### src/rtl/imm_pkg.sv
// Shared types and opcode constants for the LEGv8 immediate generator.
// Each format is matched by comparing a fixed-width prefix of the
// instruction word against the constants below.
package imm_pkg;

    // Instruction format reported alongside each immediate
    typedef enum logic [2:0] {
        FMT_NONE  = 3'd0,
        FMT_D     = 3'd1,
        FMT_CB    = 3'd2,
        FMT_B     = 3'd3,
        FMT_I     = 3'd4,
        FMT_SHIFT = 3'd5,
        FMT_MOV   = 3'd6
    } fmt_e;

    // D-format loads/stores: opcode in instr[31:21]
    localparam logic [10:0] OPC_LDUR  = 11'h7C2;
    localparam logic [10:0] OPC_STUR  = 11'h7C0;

    // Compare-and-branch: opcode in instr[31:24]
    localparam logic [7:0]  OPC_CBZ   = 8'hB4;
    localparam logic [7:0]  OPC_CBNZ  = 8'hB5;

    // Unconditional branch: opcode in instr[31:26]
    localparam logic [5:0]  OPC_B     = 6'b000101;

    // Arithmetic immediates: opcode in instr[31:22]
    localparam logic [9:0]  OPC_ADDI  = 10'h244;
    localparam logic [9:0]  OPC_SUBI  = 10'h344;

    // Shifts by immediate: opcode in instr[31:21]
    localparam logic [10:0] OPC_LSL   = 11'h69B;
    localparam logic [10:0] OPC_LSR   = 11'h69A;

    // Wide move: opcode in instr[31:23], hw field in instr[22:21]
    localparam logic [8:0]  OPC_MOVZ  = 9'h1A5;

    // Immediate field widths
    localparam int D_IMM_W   = 9;
    localparam int CB_IMM_W  = 19;
    localparam int B_IMM_W   = 26;
    localparam int I_IMM_W   = 12;
    localparam int SH_IMM_W  = 6;
    localparam int MOV_IMM_W = 16;

endpackage

### src/rtl/imm_decode.sv
// Combinational instruction classifier and immediate extractor.
// Produces the N-bit immediate, its format and an illegal flag for a
// single 32-bit instruction word. Branch offsets are optionally scaled
// from words to bytes after sign extension.
module imm_decode
    import imm_pkg::*;
#(
    parameter int N        = 64,
    parameter bit BR_SHIFT = 1'b1
) (
    input  logic [31:0]  instr,
    output logic [N-1:0] imm,
    output fmt_e         fmt,
    output logic         illegal
);

    logic                    is_d;
    logic                    is_cb;
    logic                    is_b;
    logic                    is_i;
    logic                    is_sh;
    logic                    is_mov;

    logic signed [D_IMM_W-1:0]  d_raw;
    logic signed [CB_IMM_W-1:0] cb_raw;
    logic signed [B_IMM_W-1:0]  b_raw;

    logic signed [N-1:0]     d_ext;
    logic signed [N-1:0]     cb_ext;
    logic signed [N-1:0]     b_ext;
    logic signed [N-1:0]     cb_imm;
    logic signed [N-1:0]     b_imm;

    logic [N-1:0]            i_imm;
    logic [N-1:0]            sh_imm;
    logic [N-1:0]            mov_base;
    logic [N-1:0]            mov_imm;
    logic [5:0]              mov_sh;

    // Rt/Rd field carries no immediate bits in any format
    logic                    unused_rt;
    assign unused_rt = ^instr[4:0];

    // Opcode prefix matches for every recognised format
    always_comb begin
        is_d   = (instr[31:21] == OPC_LDUR) || (instr[31:21] == OPC_STUR);
        is_cb  = (instr[31:24] == OPC_CBZ)  || (instr[31:24] == OPC_CBNZ);
        is_b   = (instr[31:26] == OPC_B);
        is_i   = (instr[31:22] == OPC_ADDI) || (instr[31:22] == OPC_SUBI);
        is_sh  = (instr[31:21] == OPC_LSL)  || (instr[31:21] == OPC_LSR);
        is_mov = (instr[31:23] == OPC_MOVZ);
    end

    // Sign-extend the signed fields, then scale branch offsets at width N
    always_comb begin
        d_raw  = instr[20:12];
        cb_raw = instr[23:5];
        b_raw  = instr[25:0];

        d_ext  = {{(N-D_IMM_W){d_raw[D_IMM_W-1]}}, d_raw};
        cb_ext = {{(N-CB_IMM_W){cb_raw[CB_IMM_W-1]}}, cb_raw};
        b_ext  = {{(N-B_IMM_W){b_raw[B_IMM_W-1]}}, b_raw};

        if (BR_SHIFT) begin
            cb_imm = cb_ext <<< 2;
            b_imm  = b_ext <<< 2;
        end else begin
            cb_imm = cb_ext;
            b_imm  = b_ext;
        end
    end

    // Zero-extend the unsigned fields; MOVZ places its 16 bits by hw*16,
    // with anything shifted past bit N-1 discarded
    always_comb begin
        i_imm    = {{(N-I_IMM_W){1'b0}}, instr[21:10]};
        sh_imm   = {{(N-SH_IMM_W){1'b0}}, instr[15:10]};
        mov_base = {{(N-MOV_IMM_W){1'b0}}, instr[20:5]};
        mov_sh   = {instr[22:21], 4'b0000};
        mov_imm  = mov_base << mov_sh;
    end

    // First matching format wins, in D, CB, B, I, SHIFT, MOV order
    always_comb begin
        imm     = '0;
        fmt     = FMT_NONE;
        illegal = 1'b0;
        if (is_d) begin
            imm = d_ext;
            fmt = FMT_D;
        end else if (is_cb) begin
            imm = cb_imm;
            fmt = FMT_CB;
        end else if (is_b) begin
            imm = b_imm;
            fmt = FMT_B;
        end else if (is_i) begin
            imm = i_imm;
            fmt = FMT_I;
        end else if (is_sh) begin
            imm = sh_imm;
            fmt = FMT_SHIFT;
        end else if (is_mov) begin
            imm = mov_imm;
            fmt = FMT_MOV;
        end else begin
            illegal = 1'b1;
        end
    end

endmodule

### src/rtl/imm_gen_pipe.sv
// Pipelined immediate generator: decodes each accepted instruction and
// queues {imm, fmt, illegal, tag} in a DEPTH-entry FIFO between fetch and
// decode. in_ready is a register so no combinational path exists from
// out_ready back to fetch; the cost is that a full FIFO cannot accept in
// the same cycle it is popped.
module imm_gen_pipe
    import imm_pkg::*;
#(
    parameter int N        = 64,
    parameter int DEPTH    = 2,
    parameter int TAG_W    = 64,
    parameter bit BR_SHIFT = 1'b1
) (
    input  logic             clk,
    input  logic             reset,
    input  logic             flush,
    input  logic             in_valid,
    output logic             in_ready,
    input  logic [31:0]      instr,
    input  logic [TAG_W-1:0] in_tag,
    output logic             out_valid,
    input  logic             out_ready,
    output logic [N-1:0]     out_imm,
    output fmt_e             out_fmt,
    output logic             out_illegal,
    output logic [TAG_W-1:0] out_tag
);

    localparam int PTR_W = (DEPTH > 1) ? $clog2(DEPTH) : 1;
    localparam int CNT_W = PTR_W + 1;
    localparam logic [CNT_W-1:0] DEPTH_C = CNT_W'(DEPTH);
    localparam logic [PTR_W-1:0] PTR_ONE = PTR_W'(1);
    localparam logic [CNT_W-1:0] CNT_ONE = CNT_W'(1);

    // Decoder outputs for the instruction currently offered
    logic [N-1:0]     dec_imm;
    fmt_e             dec_fmt;
    logic             dec_illegal;

    // Control state
    logic [PTR_W-1:0] wr_ptr_q, wr_ptr_d;
    logic [PTR_W-1:0] rd_ptr_q, rd_ptr_d;
    logic [CNT_W-1:0] count_q, count_d;
    logic             in_ready_q;

    // FIFO storage (data only, never reset)
    logic [N-1:0]     imm_mem_q [DEPTH];
    fmt_e             fmt_mem_q [DEPTH];
    logic             ill_mem_q [DEPTH];
    logic [TAG_W-1:0] tag_mem_q [DEPTH];

    logic             head_valid;
    logic             push;
    logic             pop;

    imm_decode #(
        .N        (N),
        .BR_SHIFT (BR_SHIFT)
    ) u_decode (
        .instr   (instr),
        .imm     (dec_imm),
        .fmt     (dec_fmt),
        .illegal (dec_illegal)
    );

    // Handshake qualification; flush suppresses both transfers
    always_comb begin
        head_valid = (count_q != '0);
        push       = in_valid && in_ready_q && !flush;
        pop        = head_valid && out_ready && !flush;
    end

    // Next pointer and occupancy; flush empties the FIFO outright
    always_comb begin
        wr_ptr_d = wr_ptr_q;
        rd_ptr_d = rd_ptr_q;
        count_d  = count_q;
        if (flush) begin
            wr_ptr_d = '0;
            rd_ptr_d = '0;
            count_d  = '0;
        end else begin
            if (push) begin
                wr_ptr_d = wr_ptr_q + PTR_ONE;
            end
            if (pop) begin
                rd_ptr_d = rd_ptr_q + PTR_ONE;
            end
            case ({push, pop})
                2'b10:   count_d = count_q + CNT_ONE;
                2'b01:   count_d = count_q - CNT_ONE;
                default: count_d = count_q;
            endcase
        end
    end

    // Control registers; in_ready is precomputed from next occupancy
    always_ff @(posedge clk or posedge reset) begin
        if (reset) begin
            wr_ptr_q   <= '0;
            rd_ptr_q   <= '0;
            count_q    <= '0;
            in_ready_q <= 1'b1;
        end else begin
            wr_ptr_q   <= wr_ptr_d;
            rd_ptr_q   <= rd_ptr_d;
            count_q    <= count_d;
            in_ready_q <= (count_d < DEPTH_C);
        end
    end

    // Capture the decoded entry at the write pointer on every push
    always_ff @(posedge clk) begin
        if (push) begin
            imm_mem_q[wr_ptr_q] <= dec_imm;
            fmt_mem_q[wr_ptr_q] <= dec_fmt;
            ill_mem_q[wr_ptr_q] <= dec_illegal;
            tag_mem_q[wr_ptr_q] <= in_tag;
        end
    end

    // Present the head entry, forcing data to zero while nothing is valid
    always_comb begin
        in_ready    = in_ready_q;
        out_valid   = head_valid;
        out_imm     = '0;
        out_fmt     = FMT_NONE;
        out_illegal = 1'b0;
        out_tag     = '0;
        if (head_valid) begin
            out_imm     = imm_mem_q[rd_ptr_q];
            out_fmt     = fmt_mem_q[rd_ptr_q];
            out_illegal = ill_mem_q[rd_ptr_q];
            out_tag     = tag_mem_q[rd_ptr_q];
        end
    end

endmodule

### config.mk
export PLATFORM = sky130hd
export DESIGN_NAME = imm_gen_pipe
export DESIGN_NICKNAME = d
export VERILOG_FILES = /design/src/rtl/imm_pkg.sv /design/src/rtl/imm_decode.sv /design/src/rtl/imm_gen_pipe.sv
export SDC_FILE = /design/constraint.sdc
export NUM_CORES = 1
export LEC_CHECK = 0
export CORE_AREA = 2 2 185 187
export CTS_BUF_LIST = sky130_fd_sc_hd__clkbuf_8
export DETAILED_ROUTE_END_ITERATION = 7
export DIE_AREA = 0 0 187 189
export PLACE_DENSITY = 0.67
export SYNTH_ARGS = -nofsm -noshare
export SYNTH_HDL_FRONTEND = slang
export SYNTH_SLANG_ARGS = --single-unit
### constraint.sdc
create_clock -name clk -period 12.88 [get_ports clk]
set_clock_uncertainty 0.1 [all_clocks]
set_input_delay 1.932 -clock clk [delete_from_list [all_inputs] [get_ports clk]]
set_output_delay 1.932 -clock clk [all_outputs]
set_load 0.05 [all_outputs]
**Word-level counts from Yosys, hierarchy flattened**

Memories as Yosys holds them, arrays and structs flattened.
Cells that the tools add are included.

- Bits in registers: 5
- Latch bits: 0
- RAM bits: 264
- Bits in read-only memories: 0
- Input bits: 101
- Output and inout bits: 134
- Memories: 4

Memories:

| name | words | bits a word | rd ports | clocked after Yosys merged registers in | wr ports | RTL line | RTL |
|---|---|---|---|---|---|---|---|
| imm_mem_q | 2 | 64 | 1 | 0 | 1 | imm_gen_pipe.sv:47 | `logic [N-1:0] imm_mem_q [DEPTH];` |
| tag_mem_q | 2 | 64 | 1 | 0 | 1 | imm_gen_pipe.sv:50 | `logic [TAG_W-1:0] tag_mem_q [DEPTH];` |
| fmt_mem_q | 2 | 3 | 1 | 0 | 1 | imm_gen_pipe.sv:48 | `fmt_e fmt_mem_q [DEPTH];` |
| ill_mem_q | 2 | 1 | 1 | 0 | 1 | imm_gen_pipe.sv:49 | `logic ill_mem_q [DEPTH];` |

- Add/subtract/negate cells: 4
- Multipliers: 0
- Divide/modulo/power cells: 0
- $lt $le $gt $ge: 1
- Equality and inequality tests: 12
- Shift operators: 1
- Muxes and demuxes: 30
- Bitwise logic cells: 0
- Reductions and logical operators: 12

Operators with widths:

| cell | number |
|---|---|
| $mux 64 | 8 |
| $shl 16x6->64 | 1 |
| $eq 11x11->1 const B | 4 |
| $mux 3 | 7 |
| $eq 10x10->1 const B | 2 |
| $eq 8x8->1 const B | 2 |
| $mux 1 | 13 |
| $eq 9x9->1 const B | 1 |
| $eq 6x3->1 const B | 1 |
| $reduce_bool 2->1 | 3 |
| $logic_and 1x1->1 | 4 |
| $logic_or 1x1->1 | 4 |
| $pmux 2 s2 | 1 |
| $add 1x1->1 const B | 2 |
| $add 2x1->2 const B | 1 |
| $eq 2x1->1 const B | 1 |
| $eq 2x2->1 const B | 1 |
| $lt 2x2->1 const B | 1 |
| $mux 2 | 1 |
| $sub 2x1->2 const B | 1 |
| $logic_not 1->1 | 1 |

**Longest topological paths before layout**

- Word-level depth: 7
- Gate-level depth with buffers: 10
- Gate-level depth less buffers: 10

**By module**

From an unflattened synthesis, not the netlist that was laid out.

- Cell total of the unflattened synthesis: 792
- Area total of the unflattened synthesis: 11,752.5 um2

By module, submodules not included:

| module | times used | cells an instance | area an instance (um2) | seq. area each (um2) |
|---|---|---|---|---|
| imm_gen_pipe | 1 | 590 | 10,282.4 | 8,054.0 |
| imm_decode | 1 | 202 | 1,470.2 | 0.0 |

**Worst setup path before layout**

Ideal clock, no wire load.

- Path type: input port to flip-flop
- Start: in in_valid
- End: mem fmt_mem_q[0][0] (netlist bit), enable pin
- Data arrival time: 7,717 ps
- Setup slack: 4,438 ps
- Stages on the path: 4
- Cells stage by stage: nand2_1 > nor2_1 > inv_1 > nor2_1

- Cells in the longest elaborated chain, start to end: 4

RTL lines:

| item | RTL line | RTL |
|---|---|---|
| from (decl) | imm_gen_pipe.sv:17 | `input logic in_valid,` |
| $logic_and 1x1->1 (2 in a row) | imm_gen_pipe.sv:69 | `push = in_valid && in_ready_q && !flush;` |
| $mux 1 | imm_gen_pipe.sv:114 | `if (push) begin` |
| $mux 1 (not written as such) | imm_gen_pipe.sv:116 | `fmt_mem_q[wr_ptr_q] <= dec_fmt;` |
| to (decl) | imm_gen_pipe.sv:48 |  |

No other way between the ends.

**Worst setup path in the final report**

- Start: reg count_q[0]
- End: out out_imm[55]

- Cells in the longest elaborated chain, start to end: 2

RTL lines:

| item | RTL line | RTL |
|---|---|---|
| from (decl) | imm_gen_pipe.sv:43 | `logic [CNT_W-1:0] count_q, count_d;` |
| from (signal assigned) | imm_gen_pipe.sv:107 | `count_q <= count_d;` |
| $reduce_bool 2->1 | imm_gen_pipe.sv:68 | `head_valid = (count_q != '0);` |
| $mux 64 | imm_gen_pipe.sv:130 | `if (head_valid) begin` |
| to (decl) | imm_gen_pipe.sv:23 | `output logic [N-1:0] out_imm,` |

No other way between the ends.

==> impl_metrics.toml <==
[outcome]
status = "completed"

[finish]
antenna_cells = 0
final_net_count = 1130
syn2layout_area_growth_pct = 30.4
drive_gt1_share_pct = 10.7

[critical_path]
worst-path-buf-inv = 3
cp_cell_sequence = "nor2_4 -> buf_4 -> buf_4 -> nor2_1 -> clkdlybuf4s50_1"
critPathLaunch = "count_q[0]"
cp_max_fo = 61
cp-end-kind = "output pin"
rrSetupSlack_ns = 9.26
crit_type = "reg2out"
rr_worst_depth = 12
timing.critical_path.to = "out_imm[55]"
crit_family = "buffers and inverters"
cp_slowest_cell = "clkdlybuf4s50_1"
r2r_start = "count_q[0]"
worst_setup_path_start_kind = "register"
r2r-end = "count_q[1]"
timing.critical_path.arrival_ns = 3.59
cp.depth = 5
cp_data_required_time_ns = 10.85
worst_path_largest_cell_delay_ns = 0.74
crit_top_cell = "buf_4"

[clocking]
cts_buffer_depth = 3
ctsResizeCount = 0
postCtsHoldBufs = 0
cts_sinks = 269
cts_root_buffer = "clkbuf_8"
cts_setup_buffers = 0
cts_htree_levels = 2
cts_tree = "done"
cts.clk_slew.worst_paths_ns = 0.06
insertion_delay_ns = 0.55
cts_buffers = 45

[detailed_routing]
final_antenna_net_count = 0
initialDrtViolationCount = 457
routed_via_density = 4.92
wire_per_inst_um = 18.9
drc = 0
wl_mm = 28.5
vias = 7413
dr.pass1.iters = 8

[power]
p_int_w = 0.00144
seqPwrFrac_pct = 52.6
irDropWorstVdd_mv = 0.0642
p_comb_share_pct = 9.5
p_sw_w = 0.000454
p_clk_share_pct = 38.0
leakagePower_nw = 5.17
power_density_nw_per_um2 = 126
switching_share_pct = 23.9

[yosys]
ys_warn_count = 0
syn_area_um2 = 11600
synth_common_cells = "264 x edfxtp_1, 150 x nor2_1, 132 x mux2i_1, 32 x nand2_1, 31 x a21o_2"
syn_nets = 898
synth_top_area_cell = "edfxtp_1"
synthTopCellsByArea = "edfxtp_1 69%, mux2i_1 11%, nor2_1 4.9%, a21o_2 2.3%, nand2_1 1.0%"
yosys.cell_count.top_type = "edfxtp_1"
synthFlopType = "edfxtp_1"
avgSynthCellArea_um2 = 14.6
yosysSeqAreaShare_pct = 69.6
synth_top_area_share_pct = 68.5
synth-seq-cells = 269
synthCells = 795
synthArstFlopShare_pct = 1.86
synth_edf_count = 264
yosysUniqueCellTypes = 58

[timing]
setup_viol = 0
period_minus_slack_ns = 5.62
slew_headroom_pct = 34.5
fin_tns_setup_ns = 0
fin_crit_sh_pct = 43.6
fmax_mhz = 178
whs_ns = 0.533
slew_viol_final = 0
max_slew.worst_pin.slew_ns = 0.977
hold_viol = 0
rsz0062_at_grt = "no"

[place]
portBuffers = 234
dpl.hpwl_mm = 18.4
place.gp.congestion = 0.863

[die]
core_um2 = 33300
initial_core_util_pct = 34.8
io_pins = 235
dieWidth_um = 187
rows = 67
chipHeight_um = 189
die-area_um2 = 35300

[job]
cap_violations = 0

[global_routing]
overflow = 0
grt_pass1_vias = 7412
grt_max_degree = 69
grt_antenna_before_repair = 1
gr-usage-all-layers_pct = 15.6
grt_pass1_wl_mm = 42.5

[hold_path]
hold_class = "reg2reg"
-- power groups by stage --
stage                     clock (W)  sequential (W)  combinational, W
after floorplan                   0         0.00102          0.000101
after global placement            0         0.00102          0.000179
after detailed placement          0         0.00102          0.000181
after CTS                  0.000748        0.000998          0.000182
after global routing       0.000786         0.00100          0.000190
final                      0.000721        0.000998          0.000180
-- cells in the final DEF, fill, tap and decap left out, types with 5 or more instances in the layout --
cell type | netlist | layout
mux2i_1 | 132 | 132
o21ai_0 | 10 | 10
o22ai_1 | 6 | 6
a221oi_1 | 9 | 9
clkdlybuf4s50_1 | 0 | 234
a21oi_1 | 20 | 20
a21o_2 | 31 | 31
edfxtp_1 | 264 | 264
clkinv_2 | 0 | 5
a22oi_1 | 6 | 6
nor2_1 | 150 | 148
clkbuf_8 | 0 | 45
a221o_1 | 6 | 6
buf_4 | 5 | 8
inv_1 | 7 | 21
clkinv_1 | 0 | 10
a21o_1 | 8 | 8
nand2_1 | 32 | 32
-- worst min path at each step --
stage                   from        to  depth (start not counted)
floorplan           wr_ptr_q  wr_ptr_q                          2
global placement    wr_ptr_q  wr_ptr_q                          2
detailed placement  wr_ptr_q  wr_ptr_q                          2
CTS                 wr_ptr_q  wr_ptr_q                          2
global route        wr_ptr_q  wr_ptr_q                          2
finish              wr_ptr_q  wr_ptr_q                          2
-- sequential cells by signal (all words and copies together) (netlist names) --
register and flops:
count_q 2, fmt_mem_q 6, ill_mem_q 2, imm_mem_q 128, in_ready 1, rd_ptr_q 1
tag_mem_q 128, wr_ptr_q 1
-- per-stage QoR --
stage               instances  setup slack, ns  util, %  area, µm²  power, W
floorplan                 795             4.44        -      11600   0.00112
global placement         1428             7.74     42.8      14200   0.00119
detailed placement       1428             7.73     42.8      14200   0.00120
CTS                      1508             7.12     45.3      15100   0.00193
global route             1508             6.97     45.3      15100   0.00198
finish                   1508             7.26     45.3      15100   0.00190
-- routing by layer --
metal / part of all wire, % / GRT usage (%) / vias up / wire, µm
li1: - / - / 3426 / -
met1: 43 / 20.7 / 3588 / 12300
met2: 47 / 24.9 / 332 / 13300
met3: 7.6 / 4.04 / 65 / 2180
met4: 2.4 / 4.91 / 2 / 693
met5: 0.032 / 0 / - / 9
-- cell type report --
| class | instances | area [µm²] |
|---|---|---|
| Clock inverter | 35 | 230 |
| Sequential cell | 269 | 8060 |
| Fill cell | 2999 | 18200 |
| Timing Repair Buffer | 242 | 2400 |
| Clock buffer | 45 | 619 |
| Tap cell | 448 | 561 |
| Inverter | 7 | 26.3 |
| Multi-Input combinational cell | 462 | 3190 |
-- worst register-to-register path, stage by stage (launching register included) --
cell,delay [ns]
dfrtp_1,0.44
nor2_4,0.48
buf_4,0.66
buf_4,0.54
inv_1,0.15
nand2_1,0.20
nor2_1,0.09
ha_1,0.22
xnor2_1,0.15
nor2_1,0.07
xnor2_1,0.11
or2_2,0.30
inv_1,0.06
-- kinds of logic after synthesis --
group | count (synthesis) | synth area share, %
flip-flops | 269 | 69.6
adder cells (fa/ha/maj) | 2 | 0.216
AO/OA/AOI/OAI | 105 | 6.76
AND/OR/NAND/NOR | 219 | 8.76
multiplexers | 132 | 11.4
XOR/XNOR | 4 | 0.303
buffers and inverters | 64 | 2.94
(Power assumes the default switching activity.)
